--- config.mk ---
export PLATFORM = sky130hd
export DESIGN_NAME = ctx_sequencer_flat
export DESIGN_NICKNAME = d
export VERILOG_FILES = /design/src/rtl/ctx_sequencer_if.sv /design/src/rtl/ctx_sequencer.sv /design/src/flat_wrapper.sv
export SDC_FILE = /design/constraint.sdc
export NUM_CORES = 1
export LEC_CHECK = 0
export ABC_AREA = 1
export CORE_MARGIN = 2
export CORE_UTILIZATION = 45
export DETAILED_ROUTE_END_ITERATION = 6
export PLACE_DENSITY_LB_ADDON = 0.15
export SLEW_MARGIN = 0
export SYNTH_ARGS = -nofsm -noshare
export SYNTH_HDL_FRONTEND = slang
export SYNTH_SLANG_ARGS = --single-unit
--- constraint.sdc ---
create_clock -name i_clk -period 6.1 [get_ports i_clk]
set_input_delay 0.61 -clock i_clk [delete_from_list [all_inputs] [get_ports i_clk]]
set_output_delay 0.61 -clock i_clk [all_outputs]
set_load 0.02 [all_outputs]
--- src/rtl/ctx_sequencer_if.sv ---
// rtl/ctx_sequencer_if.sv - regfile and DMEM port bundle driven by the context sequencer
interface ctx_sequencer_if #(
    parameter int RF_AW = 6
) ();
    logic [RF_AW-1:0] rf_raddr;
    logic [31:0]      rf_rdata;
    logic             rf_we;
    logic [RF_AW-1:0] rf_waddr;
    logic [31:0]      rf_wdata;
    logic [31:0]      dmem_addr;
    logic             dmem_we;
    logic [31:0]      dmem_wdata;
    logic [31:0]      dmem_rdata;

    // sequencer side
    modport master (
        output rf_raddr,
        input  rf_rdata,
        output rf_we,
        output rf_waddr,
        output rf_wdata,
        output dmem_addr,
        output dmem_we,
        output dmem_wdata,
        input  dmem_rdata
    );

    // regfile / memory side
    modport slave (
        input  rf_raddr,
        output rf_rdata,
        input  rf_we,
        input  rf_waddr,
        input  rf_wdata,
        input  dmem_addr,
        input  dmem_we,
        input  dmem_wdata,
        output dmem_rdata
    );
endinterface

--- src/rtl/ctx_sequencer.sv ---
// rtl/ctx_sequencer.sv - multi-cycle register-context save/restore engine for CALL/RET
module ctx_sequencer #(
    parameter int          NREGS     = 64,
    parameter int          RF_AW     = 6,
    parameter logic [31:0] SP_INIT   = 32'h0000_FFFC,
    parameter int          MAX_DEPTH = 8
) (
    input  logic                  i_clk,
    input  logic                  i_rst,
    input  logic [1:0]            i_state_mode_next,
    output logic [1:0]            o_state_mode,
    output logic [7:0]            o_sc,
    output logic                  o_stall,
    ctx_sequencer_if.master       io_mem,
    output logic [31:0]           o_sp,
    output logic [3:0]            o_depth,
    output logic                  o_err
);
    // state encoding doubles as the state_mode value the decoder reads back
    typedef enum logic [1:0] {
        ST_IDLE = 2'd0,
        ST_CALL = 2'd1,
        ST_RET  = 2'd2
    } state_t;

    localparam logic [7:0]  LP_LAST  = 8'(NREGS);
    localparam logic [31:0] LP_FRAME = 32'(4 * NREGS);
    localparam logic [3:0]  LP_MAX   = 4'(MAX_DEPTH);

    state_t      r_state, w_state_next;
    logic [7:0]  r_sc, w_sc_next;
    logic [31:0] r_sp, w_sp_next;
    logic [3:0]  r_depth, w_depth_next;
    logic        r_err, w_err_next;
    logic [31:0] w_sc_bytes;

    // step counter as a byte offset into the frame
    assign w_sc_bytes = {22'd0, r_sc, 2'b00};

    // state, counter, stack pointer and depth registers
    always_ff @(posedge i_clk) begin
        if (i_rst) begin
            r_state <= ST_IDLE;
            r_sc    <= 8'd0;
            r_sp    <= SP_INIT;
            r_depth <= 4'd0;
            r_err   <= 1'b0;
        end else begin
            r_state <= w_state_next;
            r_sc    <= w_sc_next;
            r_sp    <= w_sp_next;
            r_depth <= w_depth_next;
            r_err   <= w_err_next;
        end
    end

    // next-state and per-step regfile/DMEM port drive
    always_comb begin
        w_state_next      = r_state;
        w_sc_next         = r_sc;
        w_sp_next         = r_sp;
        w_depth_next      = r_depth;
        w_err_next        = r_err;
        io_mem.rf_raddr   = '0;
        io_mem.rf_we      = 1'b0;
        io_mem.rf_waddr   = '0;
        io_mem.rf_wdata   = 32'd0;
        io_mem.dmem_addr  = 32'd0;
        io_mem.dmem_we    = 1'b0;
        io_mem.dmem_wdata = 32'd0;

        case (r_state)
            ST_IDLE: begin
                w_sc_next = 8'd0;
                case (i_state_mode_next)
                    2'd1: begin
                        if (r_depth == LP_MAX) w_err_next = 1'b1;
                        else                   w_state_next = ST_CALL;
                    end
                    2'd2: begin
                        if (r_depth == 4'd0) w_err_next = 1'b1;
                        else                 w_state_next = ST_RET;
                    end
                    default: ;
                endcase
            end
            ST_CALL: begin
                w_sc_next = r_sc + 8'd1;
                if (r_sc == LP_LAST) begin
                    w_state_next = ST_IDLE;
                    w_sc_next    = 8'd0;
                    w_sp_next    = r_sp - LP_FRAME;
                    w_depth_next = r_depth + 4'd1;
                end else begin
                    // frame base is where sp will point once the CALL completes
                    io_mem.rf_raddr   = RF_AW'(r_sc);
                    io_mem.dmem_we    = 1'b1;
                    io_mem.dmem_addr  = r_sp - LP_FRAME + w_sc_bytes;
                    io_mem.dmem_wdata = io_mem.rf_rdata;
                end
            end
            ST_RET: begin
                w_sc_next = r_sc + 8'd1;
                if (r_sc != LP_LAST) io_mem.dmem_addr = r_sp + w_sc_bytes;
                // DMEM read data lags its address by one cycle, so writes trail by one step
                if (r_sc != 8'd0) begin
                    io_mem.rf_we    = 1'b1;
                    io_mem.rf_waddr = RF_AW'(r_sc - 8'd1);
                    io_mem.rf_wdata = io_mem.dmem_rdata;
                end
                if (r_sc == LP_LAST) begin
                    w_state_next = ST_IDLE;
                    w_sc_next    = 8'd0;
                    w_sp_next    = r_sp + LP_FRAME;
                    w_depth_next = r_depth - 4'd1;
                end
            end
            default: begin
                w_state_next = ST_IDLE;
                w_sc_next    = 8'd0;
            end
        endcase
    end

    assign o_state_mode = r_state;
    assign o_sc         = r_sc;
    assign o_stall      = (r_state != ST_IDLE);
    assign o_sp         = r_sp;
    assign o_depth      = r_depth;
    assign o_err        = r_err;
endmodule

--- src/flat_wrapper.sv ---
// flat-port wrapper written by rule: the top's interface ports become plain ports
module ctx_sequencer_flat 
#(
    parameter int          NREGS     = 64,
    parameter int          RF_AW     = 6,
    parameter logic [31:0] SP_INIT   = 32'h0000_FFFC,
    parameter int          MAX_DEPTH = 8
)
  (i_clk, i_rst, i_state_mode_next, o_state_mode, o_sc, o_stall, o_sp, o_depth, o_err, io_mem_rf_raddr, io_mem_rf_rdata, io_mem_rf_we, io_mem_rf_waddr, io_mem_rf_wdata, io_mem_dmem_addr, io_mem_dmem_we, io_mem_dmem_wdata, io_mem_dmem_rdata);
  ctx_sequencer_if #(.RF_AW(RF_AW)) io_mem_i ();
  input  logic i_clk;
  input  logic i_rst;
  input  logic [1:0] i_state_mode_next;
  output logic [1:0] o_state_mode;
  output logic [7:0] o_sc;
  output logic o_stall;
  output logic [31:0] o_sp;
  output logic [3:0] o_depth;
  output logic o_err;
  output wire logic [$bits(io_mem_i.rf_raddr)-1:0] io_mem_rf_raddr;
  input wire logic [$bits(io_mem_i.rf_rdata)-1:0] io_mem_rf_rdata;
  output wire logic [$bits(io_mem_i.rf_we)-1:0] io_mem_rf_we;
  output wire logic [$bits(io_mem_i.rf_waddr)-1:0] io_mem_rf_waddr;
  output wire logic [$bits(io_mem_i.rf_wdata)-1:0] io_mem_rf_wdata;
  output wire logic [$bits(io_mem_i.dmem_addr)-1:0] io_mem_dmem_addr;
  output wire logic [$bits(io_mem_i.dmem_we)-1:0] io_mem_dmem_we;
  output wire logic [$bits(io_mem_i.dmem_wdata)-1:0] io_mem_dmem_wdata;
  input wire logic [$bits(io_mem_i.dmem_rdata)-1:0] io_mem_dmem_rdata;
  assign io_mem_rf_raddr = io_mem_i.rf_raddr;
  assign io_mem_i.rf_rdata = io_mem_rf_rdata;
  assign io_mem_rf_we = io_mem_i.rf_we;
  assign io_mem_rf_waddr = io_mem_i.rf_waddr;
  assign io_mem_rf_wdata = io_mem_i.rf_wdata;
  assign io_mem_dmem_addr = io_mem_i.dmem_addr;
  assign io_mem_dmem_we = io_mem_i.dmem_we;
  assign io_mem_dmem_wdata = io_mem_i.dmem_wdata;
  assign io_mem_i.dmem_rdata = io_mem_dmem_rdata;
  ctx_sequencer #(.NREGS(NREGS), .RF_AW(RF_AW), .SP_INIT(SP_INIT), .MAX_DEPTH(MAX_DEPTH)) u_core (.i_clk(i_clk), .i_rst(i_rst), .i_state_mode_next(i_state_mode_next), .o_state_mode(o_state_mode), .o_sc(o_sc), .o_stall(o_stall), .io_mem(io_mem_i), .o_sp(o_sp), .o_depth(o_depth), .o_err(o_err));
endmodule
# == Word level (Yosys, flattened, before mapping) ==
# Cells that the tools add are included.
# totals
elab_cells,69
reg_bits,47
memories,0
mem_bits_ro,0
latch_bits,0
output_inout_bits,158
inputBits,68
mem_bits_rw,0
# op_classes
shift,0
mux,29
addsub,8
order_cmp,0
n_div,0
n_mul,0
reduce_logical,11
n_eq_ne,15
n_bitwise,1
# op_table
operator,n
two-way mux 32 bit,8
case mux 32 bit (2 select lines),2
adder 32 x 10 -> 32 bit,2
"adder 32 x 9 -> 32 bit, second input constant",1
"subtractor 32 x 9 -> 32 bit, second input constant",1
two-way mux 6 bit,4
"!= test 2 x 1 -> 1 bit, second input constant",5
"!= test 3 bit, second input constant",3
"adder 8 x 1 -> 8 bit, second input constant",1
"equality test 8 x 7 -> 1 bit, second input constant",1
two-way mux 4 bit,2
"!= test 8 x 7 -> 1 bit, second input constant",1
case mux 2 bit (2 select lines),2
case mux 4 bit (2 select lines),1
AND reduction 4 bit,2
nonzero test 8 bit,1
two-way mux 1 bit,6
two-way mux 2 bit,3
nonzero test 2 bit,3
"subtractor 6 x 1 -> 6 bit, second input constant",1
"adder 4 x 1 -> 4 bit, second input constant",1
"equality test 2 x 1 -> 1 bit, second input constant",2
"equality test 2 bit, second input constant",2
"equality test 4 bit, second input constant",1
8 further kinds,8

# == Logic depth before layout (Yosys ltp) ==
# depth
depth_word,4
mapped_depth,16
mapped_depth_nobuf,16

# == Least setup slack after synthesis ==
# Ideal clock, no wire load.
# synth_path
path_kind,register to output
from,"register u_core.r_sp[8], in the netlist u_core.o_sp[8]"
to,output io_mem_dmem_addr[30]
slack_ns,2.818
required_ns,5.490
arrival_ns,2.672
n_path_buf,0
path_stages_with_launch,17
cell_sequence,dfxtp_1 inv_1 ha_1 inv_1 ha_1 nand2_1 inv_1 nand3_1 nand3_1 nand3_1 nor2_2 nand3_2 nor2_4 nand2_1 nand2_1 nand3_1 a21oi_1
# synth_between
elab_chain_cells,4
word_cells_on_any_way,6
classes_between,3 x add/sub; 3 x mux
# synth_lines
element,line_no,source
"start, declared",ctx_sequencer.sv:32,"logic [31:0] r_sp, w_sp_next;"
"start signal, assigned",ctx_sequencer.sv:51,r_sp <= w_sp_next;
subtractor 32 x 9 -> 32 bit,ctx_sequencer.sv:98,io_mem.dmem_addr = r_sp - LP_FRAME + w_sc_bytes;
adder 32 x 10 -> 32 bit,ctx_sequencer.sv:98,
two-way mux 32 bit,ctx_sequencer.sv:89,if (r_sc == LP_LAST) begin
case mux 32 bit (2 select lines) *,ctx_sequencer.sv:72,case (r_state)
"end, declared",flat_wrapper.sv:25,output wire logic [$bits(io_mem_i.dmem_addr)-1:0] io_mem_dmem_addr;
# Every way passes the cells marked *; elsewhere a longest branch is shown, timed or not.

# == Worst setup path in the final report ==
# layout_path
from,"register u_core.r_sp[8], in the netlist u_core.o_sp[8]"
to,output io_mem_dmem_addr[28]
# Same word-level chain as after synthesis.

==> impl_results.html <==
<table>
<tr><th>Metric</th><th>Value</th></tr>
<tr><th colspan="2">STA</th></tr>
<tr><td>Max-Slew Margin vs Limit</td><td>26.4%</td></tr>
<tr><td>Measured slew at the worst slew-check pin</td><td>1100 ps</td></tr>
<tr><td>F_max</td><td>0.239 GHz</td></tr>
<tr><td>Final number of setup-violating endpoints</td><td>0</td></tr>
<tr><td>RSZ-0062 raised after global routing</td><td>no</td></tr>
<tr><td>Fin. max-slew vios</td><td>0</td></tr>
<tr><td>Final clock skew</td><td>5.22 ps</td></tr>
<tr><td>Total negative slack for setup checks</td><td>0 ps</td></tr>
<tr><td>Final hold viol count</td><td>0</td></tr>
<tr><td>Post-route minimum period</td><td>4190 ps</td></tr>
<tr><td>Final Cycle Share</td><td>68.7%</td></tr>
<tr><th colspan="2">CTS</th></tr>
<tr><td>Clock tree from TritonCTS</td><td>done</td></tr>
<tr><td>Clock tree root driver cell</td><td>sky130_fd_sc_hd__clkbuf_16</td></tr>
<tr><td>Clk sink count</td><td>39</td></tr>
<tr><td>Post-cts repair resize count</td><td>0</td></tr>
<tr><td>Clock-pin slew on the worst setup and hold paths</td><td>70 ps</td></tr>
<tr><td>Maximum buffer depth of the clock tree</td><td>2</td></tr>
<tr><td>Number of buffers inserted to repair setup after CTS</td><td>0</td></tr>
<tr><td>Later-pin clock latency in the skew report</td><td>290 ps</td></tr>
<tr><td>CTS H-tree lvls</td><td>2</td></tr>
<tr><td>Total CTS buffers</td><td>5</td></tr>
<tr><td>Number of buffers added to fix hold violations after cts</td><td>0</td></tr>
<tr><th colspan="2">Die</th></tr>
<tr><td>I/O pins</td><td>226</td></tr>
<tr><td>Area of the placeable core</td><td>0.0125 mm²</td></tr>
<tr><td>Row cnt</td><td>41</td></tr>
<tr><td>Die Y-Extent</td><td>117 µm</td></tr>
<tr><td>Width of the die</td><td>117 µm</td></tr>
<tr><td>Starting utilization of the core area</td><td>45.8%</td></tr>
<tr><td>Floorplan die area</td><td>0.0137 mm²</td></tr>
<tr><th colspan="2">Global routing</th></tr>
<tr><td>GRT Residual Overflow</td><td>0</td></tr>
<tr><td>Initial antenna violation count</td><td>0</td></tr>
<tr><td>Global-route wire length before repair</td><td>31.6 mm</td></tr>
<tr><td>Maximum number of pins on one net before global-route repair</td><td>39</td></tr>
<tr><td>Number of global-route vias before repair</td><td>6,378</td></tr>
<tr><td>Global Route Usage Sum</td><td>29.4%</td></tr>
<tr><th colspan="2">Yosys</th></tr>
<tr><td>Fraction of post-synthesis cell area in the top cell type by area</td><td>15.2%</td></tr>
<tr><td>Total of warnings raised by yosys</td><td>0</td></tr>
<tr><td>Flop and latch count out of synthesis</td><td>39</td></tr>
<tr><td>Proportion of synthesized flip-flops having asynchronous set or reset</td><td>0%</td></tr>
<tr><td>Count of distinct cell types in the synthesized netlist</td><td>48</td></tr>
<tr><td>Syn Std Cell Area</td><td>0.00573 mm²</td></tr>
<tr><td>Main synth FF type</td><td>sky130_fd_sc_hd__dfxtp_1</td></tr>
<tr><td>Number of synthesized flops with an enable pin</td><td>0</td></tr>
<tr><td>Cell types occupying the most area after synthesis</td><td>sky130_fd_sc_hd__nand2_1 (15%), sky130_fd_sc_hd__dfxtp_1 (14%), sky130_fd_sc_hd__nor2_1 (9.8%), sky130_fd_sc_hd__inv_1 (8.2%), sky130_fd_sc_hd__nand3_1 (7.2%)</td></tr>
<tr><td>Cell type with the largest total area after synthesis</td><td>sky130_fd_sc_hd__nand2_1</td></tr>
<tr><td>Sequential-to-total area share from yosys stat</td><td>13.6%</td></tr>
<tr><td>Synthesized area divided by synthesized cell count</td><td>5.63 µm²</td></tr>
<tr><td>Number of standard cells after synthesis</td><td>1,019</td></tr>
<tr><th colspan="2">Worst setup path</th></tr>
<tr><td>Critical-path cell list</td><td>inv_1 -&gt; ha_1 -&gt; inv_1 -&gt; ha_1 -&gt; nand2_1 -&gt; inv_1 -&gt; nand3_1 -&gt; nand3_1 -&gt; nand3_1 -&gt; nor2_2 -&gt; nand3_2 -&gt; nor2_2 -&gt; nand2_1 -&gt; nand2_1 -&gt; nand3_1 -&gt; a21oi_1 -&gt; clkdlybuf4s50_1</td></tr>
<tr><td>Arrival time reported for the critical path endpoint</td><td>3580 ps</td></tr>
<tr><td>Max incr delay on CP</td><td>640 ps</td></tr>
<tr><td>Startpoint of the worst setup timing path</td><td>u_core.o_sp[8]$_SDFFE_PP1P_</td></tr>
<tr><td>Slowest-stage cell, CP</td><td>sky130_fd_sc_hd__clkdlybuf4s50_1</td></tr>
<tr><td>Buf+Inv Stages, Crit Path</td><td>4</td></tr>
<tr><td>CP delay by family, top</td><td>simple AND/OR/NAND/NOR gates</td></tr>
<tr><td>Maximum net fanout on the critical path</td><td>6</td></tr>
<tr><td>Worst reg2reg endpoint</td><td>u_core.o_sp[12]$_SDFFE_PP1P_</td></tr>
<tr><td>Startpoint type of the worst setup path</td><td>flip-flop</td></tr>
<tr><td>CP Class</td><td>reg -&gt; out</td></tr>
<tr><td>Startpoint of the worst register-to-register path</td><td>u_core.o_sc[0]$_SDFF_PP0_</td></tr>
<tr><td>Cell depth of the worst flop-to-flop path</td><td>10</td></tr>
<tr><td>Logic depth of the worst path, buffers included</td><td>17</td></tr>
<tr><td>Crit path capture type</td><td>primary output</td></tr>
<tr><td>Most Frequent Cell on Critical Path</td><td>sky130_fd_sc_hd__nand3_1</td></tr>
<tr><td>Worst-case register-to-register setup slack</td><td>2520 ps</td></tr>
<tr><td>WP data required</td><td>5490 ps</td></tr>
<tr><th colspan="2">Layout</th></tr>
<tr><td>Synth-to-layout area growth</td><td>39.3%</td></tr>
<tr><td>Share of layout cells above drive strength 1</td><td>8.36%</td></tr>
<tr><td>Most frequent cells in the layout</td><td>sky130_fd_sc_hd__nand2_1 (232), sky130_fd_sc_hd__clkdlybuf4s50_1 (215), sky130_fd_sc_hd__nor2_1 (150)</td></tr>
<tr><td>Post-layout net count</td><td>1,280</td></tr>
<tr><td>Leading cell type in the layout, fill and taps excluded</td><td>sky130_fd_sc_hd__nand2_1</td></tr>
<tr><td>Total inserted antenna cells</td><td>0</td></tr>
<tr><td>Cell Count, Final, Fillers Out</td><td>1,368</td></tr>
<tr><th colspan="2">Status</th></tr>
<tr><td>Status</td><td>completed</td></tr>
<tr><th colspan="2">Power</th></tr>
<tr><td>Total power</td><td>2710 µW</td></tr>
<tr><td>Static leakage power</td><td>0.00348 µW</td></tr>
<tr><td>Largest vdd supply drop</td><td>0.218 mV</td></tr>
<tr><td>Power density over cell area</td><td>340 mW/mm²</td></tr>
<tr><th colspan="2">Detailed routing</th></tr>
<tr><td>Vias</td><td>7,210</td></tr>
<tr><td>Number of detailed-routing iterations run before antenna repair</td><td>7</td></tr>
<tr><td>Remaining number of nets flagged by the antenna check after routing</td><td>0</td></tr>
<tr><td>Detailed router's first-iteration violation count</td><td>650</td></tr>
<tr><td>Count of unresolved DRC violations after routing</td><td>0</td></tr>
<tr><td>Final routed wire length divided by cell count</td><td>15.0 µm</td></tr>
<tr><td>Routed Wire Length</td><td>20.6 mm</td></tr>
<tr><td>Detailed-route vias per instance</td><td>5.27</td></tr>
<tr><th colspan="2">Placement</th></tr>
<tr><td>Global placement routability congestion</td><td>0.990</td></tr>
<tr><td>Number of port buffers</td><td>215</td></tr>
<tr><td>Post-detailed-placement half-perimeter wirelength</td><td>16.0 mm</td></tr>
<tr><td>Total instance count after detailed placement</td><td>1,360</td></tr>
<tr><th colspan="2">Hold path</th></tr>
<tr><td>Hold/Removal Path Class</td><td>reg -&gt; reg</td></tr>
<tr><td>Worst hold path startpoint</td><td>u_core.o_err$_SDFFE_PP0P_</td></tr>
<tr><td>Cell depth of the worst min-delay path</td><td>2</td></tr>
<tr><td>Hold Path End</td><td>u_core.o_err$_SDFFE_PP0P_</td></tr>
<tr><th colspan="2">Run</th></tr>
<tr><td>Max Cap Violations</td><td>0</td></tr>
</table>
-- metal layers --
| layer | vias to the layer above | part of all wire [%] | GRT usage [%] | routed length, µm |
|---|---|---|---|---|
| li1 | 3582 | - | - | - |
| met1 | 3226 | 43 | 40.0 | 8770 |
| met2 | 372 | 44 | 45.8 | 9120 |
| met3 | 30 | 11 | 8.03 | 2250 |
| met4 | 0 | 2.0 | 8.55 | 420 |
| met5 | - | 0 | 0 | 0 |
-- where the power goes --
group / leakage [µW] / internal, µW / switching (µW)
registers: 0.000318 / 319 / 145
logic: 0.00308 / 655 / 1280
clock network: 0.0000838 / 193 / 119
total: 0.00348 / 1170 / 1540
-- synth_stat cells (15+ instances only) --
master                     count
sky130_fd_sc_hd__ha_1         16
sky130_fd_sc_hd__a21oi_1      73
sky130_fd_sc_hd__clkbuf_1     22
sky130_fd_sc_hd__xor2_1       25
sky130_fd_sc_hd__inv_1       126
sky130_fd_sc_hd__dfxtp_1      39
sky130_fd_sc_hd__nand2_1     232
sky130_fd_sc_hd__buf_4        15
sky130_fd_sc_hd__nor2_2       23
sky130_fd_sc_hd__nor2_1      150
sky130_fd_sc_hd__nand3_1      83
sky130_fd_sc_hd__o211ai_1     15
sky130_fd_sc_hd__nor3_1       15
sky130_fd_sc_hd__o21ai_0      52
-- worst reg2reg max path, stage by stage, from the launching register on --
cell                       delay [ps]
sky130_fd_sc_hd__dfxtp_1          470
sky130_fd_sc_hd__inv_1            130
sky130_fd_sc_hd__ha_1             210
sky130_fd_sc_hd__nand2_1          140
sky130_fd_sc_hd__nor4_4            80
sky130_fd_sc_hd__nor2_2           840
sky130_fd_sc_hd__nor2_2            90
sky130_fd_sc_hd__nand2_2          570
sky130_fd_sc_hd__clkinv_2         550
sky130_fd_sc_hd__o21ai_0          220
sky130_fd_sc_hd__o221ai_1         130
-- cell families (layout without fill, tap and decap cells) --
logic type	count (synthesis)	after routing	share of synthesized area (%)
buffers and inverters	197	366	15.1
XOR/XNOR	29	29	4.69
other	2	10	0.131
adder cells (fa/ha/maj)	17	17	3.84
flip-flops	39	39	13.6
AO/OA/AOI/OAI	166	166	16.1
AND/OR/NAND/NOR	569	569	46.6
-- through the flow --
step	utilization, %	cell area (µm²)	worst slack, ps	hold WS (ps)
after floorplan	-	5760	2820	548
after global placement	62.4	7820	2300	475
after detailed placement	62.4	7820	2250	462
after CTS	63.8	7990	1930	492
after global routing	63.8	7990	1650	522
final	63.8	7990	1910	488
-- flip-flops by register name, indices dropped and copies added, names as in the netlist --
register,count
u_core.o_sc,8
u_core.o_sp,24
u_core.o_err,1
u_core.o_state_mode,2
u_core.o_depth,4
-- worst max path at each step --
| stage | endpoint |
|---|---|
| floorplan | io_mem_dmem_addr[30] |
| global placement | io_mem_dmem_addr[28] |
| detailed placement | io_mem_dmem_addr[30] |
| CTS | io_mem_dmem_addr[28] |
| global route | io_mem_dmem_addr[28] |
| finish | io_mem_dmem_addr[28] |
-- final cells by class --
| class | instances | area [µm²] |
|---|---|---|
| inverter | 140 | 527 |
| tap | 172 | 215 |
| timing repair buffer | 218 | 2170 |
| sequential | 39 | 781 |
| fill | 1232 | 4530 |
| clock inverter | 3 | 43.8 |
| multi-input combinational | 791 | 4120 |
| clock buffer | 5 | 125 |
Power figures use the tool's default switching activity.
